File: src/rtl/leaf_out_arbiter.sv
// ---------------------------------------------------------------------------
// leaf_out_arbiter
//
// Round-robin scheduler that shares a leaf's single BFT-bound packet channel
// between NUM_OUT_PORTS user output streams. Each accepted word is wrapped
// into a packet using a per-port destination table (leaf, port) and a
// per-port running buffer address. A per-port credit counter tracks the free
// space in the remote receive buffer and blocks a port when it reaches zero.
//
// Optional feature macro: LEAF_ARB_STATS_EN
//   When defined, per-port grant counters and an egress stall counter are
//   added as outputs. When undefined, neither the ports nor the counters
//   exist. Arbitration behaves identically in both builds.
//
// Ports
//   clk          : clock, all logic on the rising edge
//   ap_rst_n     : asynchronous active-low reset
//   din_user     : port i payload in bits [PAYLOAD_BITS*i +: PAYLOAD_BITS]
//   vld_user     : per-port data valid
//   ack_user     : per-port accept, one-hot or zero, combinational
//   pkt_out      : {vld, leaf, port, rsv(0), addr, payload}
//   pkt_ready    : egress takes pkt_out this cycle
//   credit_vld   : credit return strobe
//   credit_port  : port index of the credit return
//   credit_cnt   : number of credits returned
//   cfg_we       : destination table write strobe
//   cfg_port     : destination table entry index
//   cfg_dest     : {leaf, port} written into the table entry
//   credit_err   : sticky flag, credit overflow or out-of-range credit index
//   grant_cnt    : (stats build) per-port 16b wrapping grant counters
//   stall_cnt    : (stats build) saturating count of back-pressured cycles
// ---------------------------------------------------------------------------
module leaf_out_arbiter #(
  parameter int NUM_OUT_PORTS         = 2,
  parameter int PAYLOAD_BITS          = 32,
  parameter int NUM_LEAF_BITS         = 4,
  parameter int NUM_PORT_BITS         = 4,
  parameter int NUM_ADDR_BITS         = 7,
  parameter int FREESPACE_UPDATE_SIZE = 64
) (
  input  logic                                    clk,
  input  logic                                    ap_rst_n,
  input  logic [NUM_OUT_PORTS*PAYLOAD_BITS-1:0]   din_user,
  input  logic [NUM_OUT_PORTS-1:0]                vld_user,
  output logic [NUM_OUT_PORTS-1:0]                ack_user,
  output logic [NUM_LEAF_BITS+NUM_PORT_BITS+NUM_ADDR_BITS+PAYLOAD_BITS+1:0] pkt_out,
  input  logic                                    pkt_ready,
  input  logic                                    credit_vld,
  input  logic [2:0]                              credit_port,
  input  logic [NUM_ADDR_BITS-1:0]                credit_cnt,
  input  logic                                    cfg_we,
  input  logic [2:0]                              cfg_port,
  input  logic [NUM_LEAF_BITS+NUM_PORT_BITS-1:0]  cfg_dest,
  output logic                                    credit_err
`ifdef LEAF_ARB_STATS_EN
  ,
  output logic [NUM_OUT_PORTS*16-1:0]             grant_cnt,
  output logic [15:0]                             stall_cnt
`endif
);

  localparam int DEST_W     = NUM_LEAF_BITS + NUM_PORT_BITS;
  localparam int PKT_W      = 2 + DEST_W + NUM_ADDR_BITS + PAYLOAD_BITS;
  localparam int PTR_W      = (NUM_OUT_PORTS > 1) ? $clog2(NUM_OUT_PORTS) : 1;
  localparam int CREDIT_MAX = 2 ** NUM_ADDR_BITS;
  localparam int CRED_W     = NUM_ADDR_BITS + 1;
  // Wide enough for a full counter plus the largest return, with one spare
  // bit so an out-of-contract credit_cnt still compares correctly.
  localparam int SUM_W      = $clog2(CREDIT_MAX + FREESPACE_UPDATE_SIZE + 1) + 1;

  // Per-port views gathered from the generate blocks for the grant mux.
  logic [PAYLOAD_BITS-1:0]  din_arr  [NUM_OUT_PORTS];
  logic [DEST_W-1:0]        dest_arr [NUM_OUT_PORTS];
  logic [NUM_ADDR_BITS-1:0] addr_arr [NUM_OUT_PORTS];
  logic [NUM_OUT_PORTS-1:0] elig;
  logic [NUM_OUT_PORTS-1:0] ovf;
  logic [NUM_OUT_PORTS-1:0] grant_oh;

  logic [PKT_W-1:0] pkt_q, pkt_d;
  logic [PTR_W-1:0] rr_q, rr_d;
  logic             credit_err_q, credit_err_d;

  logic             out_free;
  logic             found;
  logic             grant;
  logic [PTR_W-1:0] grant_idx;
  logic [PTR_W-1:0] cand;
  logic             credit_port_bad;

  // The output register can take a new packet when empty or being drained.
  assign out_free = !pkt_q[PKT_W-1] || pkt_ready;

  // First eligible port at or after rr_q, searched cyclically.
  always_comb begin
    found     = 1'b0;
    grant_idx = '0;
    cand      = '0;
    for (int k = 0; k < NUM_OUT_PORTS; k++) begin
      cand = PTR_W'((int'(rr_q) + k) % NUM_OUT_PORTS);
      if (!found && elig[cand]) begin
        found     = 1'b1;
        grant_idx = cand;
      end
    end
  end

  assign grant    = found && out_free;
  assign ack_user = grant_oh;

  // ---------------------------------------------------------------------
  // Per-port state: destination table entry, address pointer, credits.
  // ---------------------------------------------------------------------
  for (genvar gi = 0; gi < NUM_OUT_PORTS; gi++) begin : g_port
    logic [CRED_W-1:0]        credit_q, credit_d;
    logic [NUM_ADDR_BITS-1:0] addr_q, addr_d;
    logic [DEST_W-1:0]        dest_q, dest_d;
    logic                     dest_vld_q, dest_vld_d;
    logic                     ret_hit;
    logic [SUM_W-1:0]         sum;
    logic                     ovf_l;

    assign din_arr[gi]  = din_user[gi*PAYLOAD_BITS +: PAYLOAD_BITS];
    assign dest_arr[gi] = dest_q;
    assign addr_arr[gi] = addr_q;
    assign elig[gi]     = vld_user[gi] && dest_vld_q && (credit_q != '0);
    assign grant_oh[gi] = grant && (grant_idx == PTR_W'(gi));
    assign ovf[gi]      = ovf_l;

    always_comb begin
      ret_hit    = credit_vld && (credit_port == 3'(gi));
      // Grant and return in the same cycle combine before the clamp, so a
      // return that exactly refills a just-spent credit is not an overflow.
      sum        = SUM_W'(credit_q) - SUM_W'(grant_oh[gi])
                 + (ret_hit ? SUM_W'(credit_cnt) : SUM_W'(0));
      credit_d   = CRED_W'(sum);
      ovf_l      = 1'b0;
      if (sum > SUM_W'(CREDIT_MAX)) begin
        credit_d = CRED_W'(CREDIT_MAX);
        ovf_l    = 1'b1;
      end

      // Natural wrap of the address width gives the mod-2**N sequence.
      addr_d     = addr_q + NUM_ADDR_BITS'(grant_oh[gi]);

      dest_d     = dest_q;
      dest_vld_d = dest_vld_q;
      if (cfg_we && (cfg_port == 3'(gi))) begin
        dest_d     = cfg_dest;
        dest_vld_d = 1'b1;
      end
    end

    always_ff @(posedge clk or negedge ap_rst_n) begin
      if (!ap_rst_n) begin
        credit_q   <= CRED_W'(CREDIT_MAX);
        addr_q     <= '0;
        dest_q     <= '0;
        dest_vld_q <= 1'b0;
      end else begin
        credit_q   <= credit_d;
        addr_q     <= addr_d;
        dest_q     <= dest_d;
        dest_vld_q <= dest_vld_d;
      end
    end
  end

  // ---------------------------------------------------------------------
  // Output register, round-robin pointer, sticky error.
  // ---------------------------------------------------------------------
  assign credit_port_bad = credit_vld && ({1'b0, credit_port} >= 4'(NUM_OUT_PORTS));

  always_comb begin
    pkt_d = pkt_q;
    if (grant) begin
      pkt_d = {1'b1, dest_arr[grant_idx], 1'b0, addr_arr[grant_idx], din_arr[grant_idx]};
    end else if (pkt_ready) begin
      pkt_d = '0;
    end

    rr_d = rr_q;
    if (grant) begin
      rr_d = (int'(grant_idx) == NUM_OUT_PORTS - 1) ? '0 : grant_idx + 1'b1;
    end

    credit_err_d = credit_err_q || (|ovf) || credit_port_bad;
  end

  always_ff @(posedge clk or negedge ap_rst_n) begin
    if (!ap_rst_n) begin
      pkt_q        <= '0;
      rr_q         <= '0;
      credit_err_q <= 1'b0;
    end else begin
      pkt_q        <= pkt_d;
      rr_q         <= rr_d;
      credit_err_q <= credit_err_d;
    end
  end

  assign pkt_out    = pkt_q;
  assign credit_err = credit_err_q;

`ifdef LEAF_ARB_STATS_EN
  // ---------------------------------------------------------------------
  // Statistics: wrapping per-port grant counts, saturating stall count.
  // ---------------------------------------------------------------------
  for (genvar gi = 0; gi < NUM_OUT_PORTS; gi++) begin : g_stat
    logic [15:0] gcnt_q, gcnt_d;

    always_comb begin
      gcnt_d = gcnt_q + 16'(grant_oh[gi]);
    end

    always_ff @(posedge clk or negedge ap_rst_n) begin
      if (!ap_rst_n) begin
        gcnt_q <= '0;
      end else begin
        gcnt_q <= gcnt_d;
      end
    end

    assign grant_cnt[gi*16 +: 16] = gcnt_q;
  end

  logic [15:0] stall_q, stall_d;

  always_comb begin
    stall_d = stall_q;
    if (pkt_q[PKT_W-1] && !pkt_ready && (stall_q != 16'hFFFF)) begin
      stall_d = stall_q + 16'd1;
    end
  end

  always_ff @(posedge clk or negedge ap_rst_n) begin
    if (!ap_rst_n) begin
      stall_q <= '0;
    end else begin
      stall_q <= stall_d;
    end
  end

  assign stall_cnt = stall_q;
`endif

endmodule

File: config.mk
export PLATFORM = sky130hd
export DESIGN_NAME = leaf_out_arbiter
export DESIGN_NICKNAME = d
export VERILOG_FILES = /design/src/rtl/leaf_out_arbiter.sv
export SDC_FILE = /design/constraint.sdc
export NUM_CORES = 1
export LEC_CHECK = 0
export CORE_MARGIN = 8
export CORE_UTILIZATION = 52
export DETAILED_ROUTE_END_ITERATION = 10
export GPL_ROUTABILITY_DRIVEN = 0
export GPL_TIMING_DRIVEN = 1
export HOLD_SLACK_MARGIN = 0.05
export PLACE_DENSITY = 0.95
export RECOVER_POWER = 25
export SLEW_MARGIN = 20
export SYNTH_ARGS = -nofsm -noshare
export SYNTH_HDL_FRONTEND = slang
export SYNTH_SLANG_ARGS = --single-unit
File: constraint.sdc
create_clock -name clk -period 7.7 [get_ports clk]
set_input_delay 0.77 -clock clk [delete_from_list [all_inputs] [get_ports clk]]
set_output_delay 0.77 -clock clk [all_outputs]
set_load 0.02 [all_outputs]
-- Word-level counts from Yosys, hierarchy flattened
Index checks and enable logic that the tools add are counted.
- register bits: 99
- $add $sub $neg: 8
- $lt $le $gt $ge: 6
- equal/unequal tests: 2
- muxes and demuxes: 26
- bitwise operators: 2
- reductions and logical operators: 24
- operators with widths (cell ; count):
    $mux 49 ; 2
    $mux 32 ; 3
    $mux 8 ; 5
    $mux 7 ; 5
    $add 9x7->9 ; 2
    $gt 9x8->1 const B ; 2
    $sub 8x1->9 ; 2
    $reduce_bool 8->1 ; 2
    $add 7x1->7 ; 2
    $logic_and 1x1->1 ; 13
    $mux 1 ; 11
    $eq 3x1->1 const B ; 2
    $logic_not 3->1 ; 2
    $lt 1x2->1 const B ; 2
    $ge 3x2->1 const B ; 1
    $logic_or 1x1->1 ; 3
    $add 1x1->1 const B ; 2
    $ge 2x2->1 const B ; 1
    $logic_not 1->1 ; 2
    $not 1->2 ; 1
    $reduce_bool 2->1 ; 1
    $reduce_or 2->1 ; 1
    $not 1->1 ; 1

-- Logic depth before layout (Yosys ltp)
- depth in word-level cells: 17
- mapped depth: 16
- mapped depth without buffers: 15

-- Least setup slack after synthesis
No wires, ideal clock.
- kind: input to register
- from: input port vld_user[1]
- to: register credit_err_q, in the netlist credit_err
- library setup time: 0.139 ns
- arrival: 4.260 ns
- required time: 7.561 ns
- path slack: 3.301 ns
- stages on the path: 16
- cells stage by stage: nand2_1 -> a21oi_1 -> and2_1 -> a21boi_1 -> clkbuf_1 -> ha_1 -> inv_1 -> ha_1 -> inv_1 -> fa_1 -> and2b_4 -> o211ai_2 -> mux2i_1 -> a211oi_2 -> a41oi_2 -> or4_1
- longest elaborated chain between the ends: 17
- elaborated cells between the ends (all ways): 27
- classes of those cells: add/sub (4); order compare (2); mux (10); bitwise (1); reduce/logical (10)
- ends and longest elaborated chain (item ; RTL line ; source):
    start: declaration ; 44 ; input logic [NUM_OUT_PORTS-1:0] vld_user,
    $logic_and 1x1->1 (*) (2 in a row) ; 125 ; assign elig[gi] = vld_user[gi] && dest_vld_q && (credit_q != '0);
    $mux 1 (implied by the code) (2 in a row) ; 100 ; if (!found && elig[cand]) begin
    $mux 1 ; 100 ;
    $logic_not 1->1 ; 100 ;
    $logic_and 1x1->1 ; 100 ;
    $mux 1 ; 100 ;
    $logic_and 1x1->1 ; 107 ; assign grant = found && out_free;
    $logic_and 1x1->1 (*) ; 126 ; assign grant_oh[gi] = grant && (grant_idx == PTR_W'(gi));
    named net ack_user[1] ; 45 ; output logic [NUM_OUT_PORTS-1:0] ack_user,
    $sub 8x1->9 (*) ; 133 ; sum = SUM_W'(credit_q) - SUM_W'(grant_oh[gi])
    $add 9x7->9 (*) ; 134 ; + (ret_hit ? SUM_W'(credit_cnt) : SUM_W'(0));
    $gt 9x8->1 (*) ; 137 ; if (sum > SUM_W'(CREDIT_MAX)) begin
    $mux 1 (*) ; 137 ;
    $reduce_or 2->1 (*) ; 186 ; credit_err_d = credit_err_q || (|ovf) || credit_port_bad;
    $logic_or 1x1->1 (*) (2 in a row) ; 186 ;
    named net credit_err_d ; 81 ; logic credit_err_q, credit_err_d;
    end signal: assignment ; 197 ; credit_err_q <= credit_err_d;
    end: declaration ; 81 ;
The timed path passes the listed nets; every way through them passes the cells marked *. The select of a mux whose other input is x is not followed.
A chain may end at the register's enable or synchronous reset.

==> results.yml <==
worst_setup_path:
  required_ns: 7.39
  cp_slowest_cell: "clkbuf_1"
  crit_top_cell: "clkbuf_1"
  crit_family: "buffers and inverters"
  critPathArrivalTime_ns: 4.54
  critPathMaxStageDelay_ns: 2.53
  crit_chain: "clkbuf_1, clkbuf_1"
  r2r-end: "credit_err$_DFF_PN0_"
  ff2ff_path_depth: 13
  worst_setup_path_end_kind: "asynchronous set/reset pin"
  ff2ff_setup_slack_ns: 3.63
  crit_buf_inv: 2
  r2r-start: "g_port[0].credit_q[7]$_DFF_PN1_"
  cp_max_fo: 67
  worstSetupPathType: "in2async"
  critPathLaunchType: "primary input"
clock_network:
  root_buffer: "clkbuf_8"
  post-cts-setup-buffers: 0
  cts_resized: 0
  cts_tree: "done"
  clock_latency_ns: 0.36
  clk_path_buf_depth: 2
  cts_max_level: 3
  cts_sinks: 98
  holdBufCountCts: 0
  cts_inserted_buffers: 9
  clk_pin_slew_ns: 0.10
placed_design:
  hpwl_mm: 11.05
  dpl-instance-area_um2: 6551
  portBuffers: 142
detailed_routing:
  drc: 0
  via_per_inst: 5.732
  antenna_left: 0
  drt_iter0_markers: 504
  wl_mm: 14.53
  num_vias: 4230
  wire_per_inst_um: 19.68
  drtPass1Iterations: 7
yosys:
  ys_warn_count: 0
  synth_nets: 590
  synthArstFlopShare: 1.000
  seq_area_frac_synth: 0.4920
  syn_inst: 465
  synth.ff_latch_count: 98
  ys.flop_type: "dfrtp_1"
  synth_edf_count: 0
  synthesis.area_um2: 4990
  avgSynthCellArea_um2: 10.73
  yosysUniqueCellTypes: 60
sta:
  fin_crit_ns: 4.846
  setup_tns_ns: 0
  max_freq_mhz: 206.4
  setup_viol: 0
  slew-limit-headroom: -1.299
  worstMarginPinSlew_ns: 3.449
  grt_setup_unrepaired: "false"
  fin_skew_ns: 0.01615
  period_share: 0.6293
  maxSlewViolCount: 101
  final_hold_viol_count: 0
grt:
  grt_pass1_wl_mm: 22.88
  grt_max_degree: 68
  overflow: 0
  grt_pass1_vias: 4587
  track_usage: 0.2221
  antenna_found_initial: 0
layout:
  multiInputGateArea_um2: 2140
  drive_gt1_frac: 0.09360
  register_area_um2: 2455
  fin_nets: 729
  layout_common_cells: "clkdlybuf4s50_1 (140), inv_1 (96), dfrtp_1 (96)"
  finish.instance_area_um2: 6771
  diodes: 0
  area_growth_pct: 35.71
  mostFrequentLayoutCell: "clkdlybuf4s50_1"
  fillers: 657
hold_path:
  min_path_type: "reg2reg"
  hold_path_end: "g_port[0].addr_q[6]$_DFF_PN0_"
  hold_path_depth: 1
  worstHoldStart: "g_port[0].addr_q[6]$_DFF_PN0_"
floorplanning:
  core_um2: 9284
  initial_utilization: 0.5375
  die_x_um: 114.0
  pin_count: 144
  die_h_um: 114.0
  num_rows: 35
  dieArea_um2: 12990
power:
  peakVddDrop_v: 0.0002075
  power.density_nw_per_um2: 365.3
  power.leakage_nw: 3.234
run:
  cap_violations: 2
status:
  violations: "max-capacitance violations, max-slew violations"
  outcome: "finished with violations"
cell usage after synthesis (all sizes together), types with 8 or more instances:
library cell,number,share of area
a21oi,15,0.016
a222oi,46,0.092
nor2,10,0.0075
nand2,26,0.020
ha,31,0.078
xnor2,16,0.028
dfrtp,96,0.48
inv,96,0.072
xor2,8,0.014
clkbuf,11,0.0083
mux2,16,0.036
nor3,8,0.0080
power by group:
| group | switching [W] | total [W] | leakage, nW | internal (W) |
|---|---|---|---|---|
| clock | 0.000191 | 0.000357 | 0.112 | 0.000167 |
| sequential | 0.000120 | 0.000812 | 1.23 | 0.000693 |
| combinational | 0.000721 | 0.00130 | 1.89 | 0.000583 |
| total | 0.00103 | 0.00247 | 3.23 | 0.00144 |
sequential cells by signal (all words and copies together), names as in the netlist:
name / cells
g_port.credit_q: 16
pkt_out: 48
credit_err: 1
rr_q: 1
g_port.dest_q: 16
g_port.addr_q: 14
g_port.dest_vld_q: 2
layout make-up:
type                       instances  area share
sequential                        98      0.3625
tap                              129     0.02384
inverter                          96     0.05322
multi-input combinational        254      0.3160
timing repair buffer             145      0.2118
clock inverter                     6     0.01238
clock buffer                      10     0.02033
per-stage QoR:
step | util | hold WS, ns | instances | setup WS, ns | power (W)
after global routing | 0.7294 | 0.5051 | 738 | 1.819 | 0.002630
after floorplan | - | 0.4394 | 465 | 3.301 | 0.001622
after CTS | 0.7295 | 0.3297 | 738 | 3.035 | 0.002479
after global placement | 0.7057 | 0.4591 | 722 | 2.935 | 0.002040
after detailed placement | 0.7057 | 0.4655 | 722 | 2.675 | 0.002114
final | 0.7294 | 0.4786 | 738 | 2.854 | 0.002474
layer usage:
layer  vias to the layer above  global-route usage  wire length [um]
li1                       1928                   -                 -
met3                        44             0.03909               828
met2                       173              0.4136              7889
met5                         -                   0                 0
met1                      2085              0.2361              5268
met4                         0              0.1083               539
cell families after synthesis:
family          Yosys count  synth area share
simple gates             90           0.09930
xor+xnor                 24           0.04213
mux                      17           0.03811
other cells               1         0.0007515
fa+ha+maj                33           0.08576
compound gates           89            0.1557
buf+inv                 113           0.08626
flops                    98            0.4920
worst max-delay path by stage:
| stage | slack (ns) | endpoint | startpoint | depth (start not counted) |
|---|---|---|---|---|
| floorplan | 3.30 | credit_err$_DFF_PN0_ | vld_user[1] | 16 |
| global placement | 2.94 | credit_err$_DFF_PN0_ | credit_port[1] | 13 |
| detailed placement | 2.67 | credit_err$_DFF_PN0_ | credit_port[1] | 13 |
| CTS | 3.03 | credit_err$_DFF_PN0_ | credit_port[1] | 13 |
| global route | 1.82 | pkt_out[4]$_DFFE_PN0P_ | ap_rst_n | 2 |
| finish | 2.85 | g_port[1].credit_q[4]$_DFF_PN0_ | ap_rst_n | 2 |
Power figures use the tool's default switching activity.
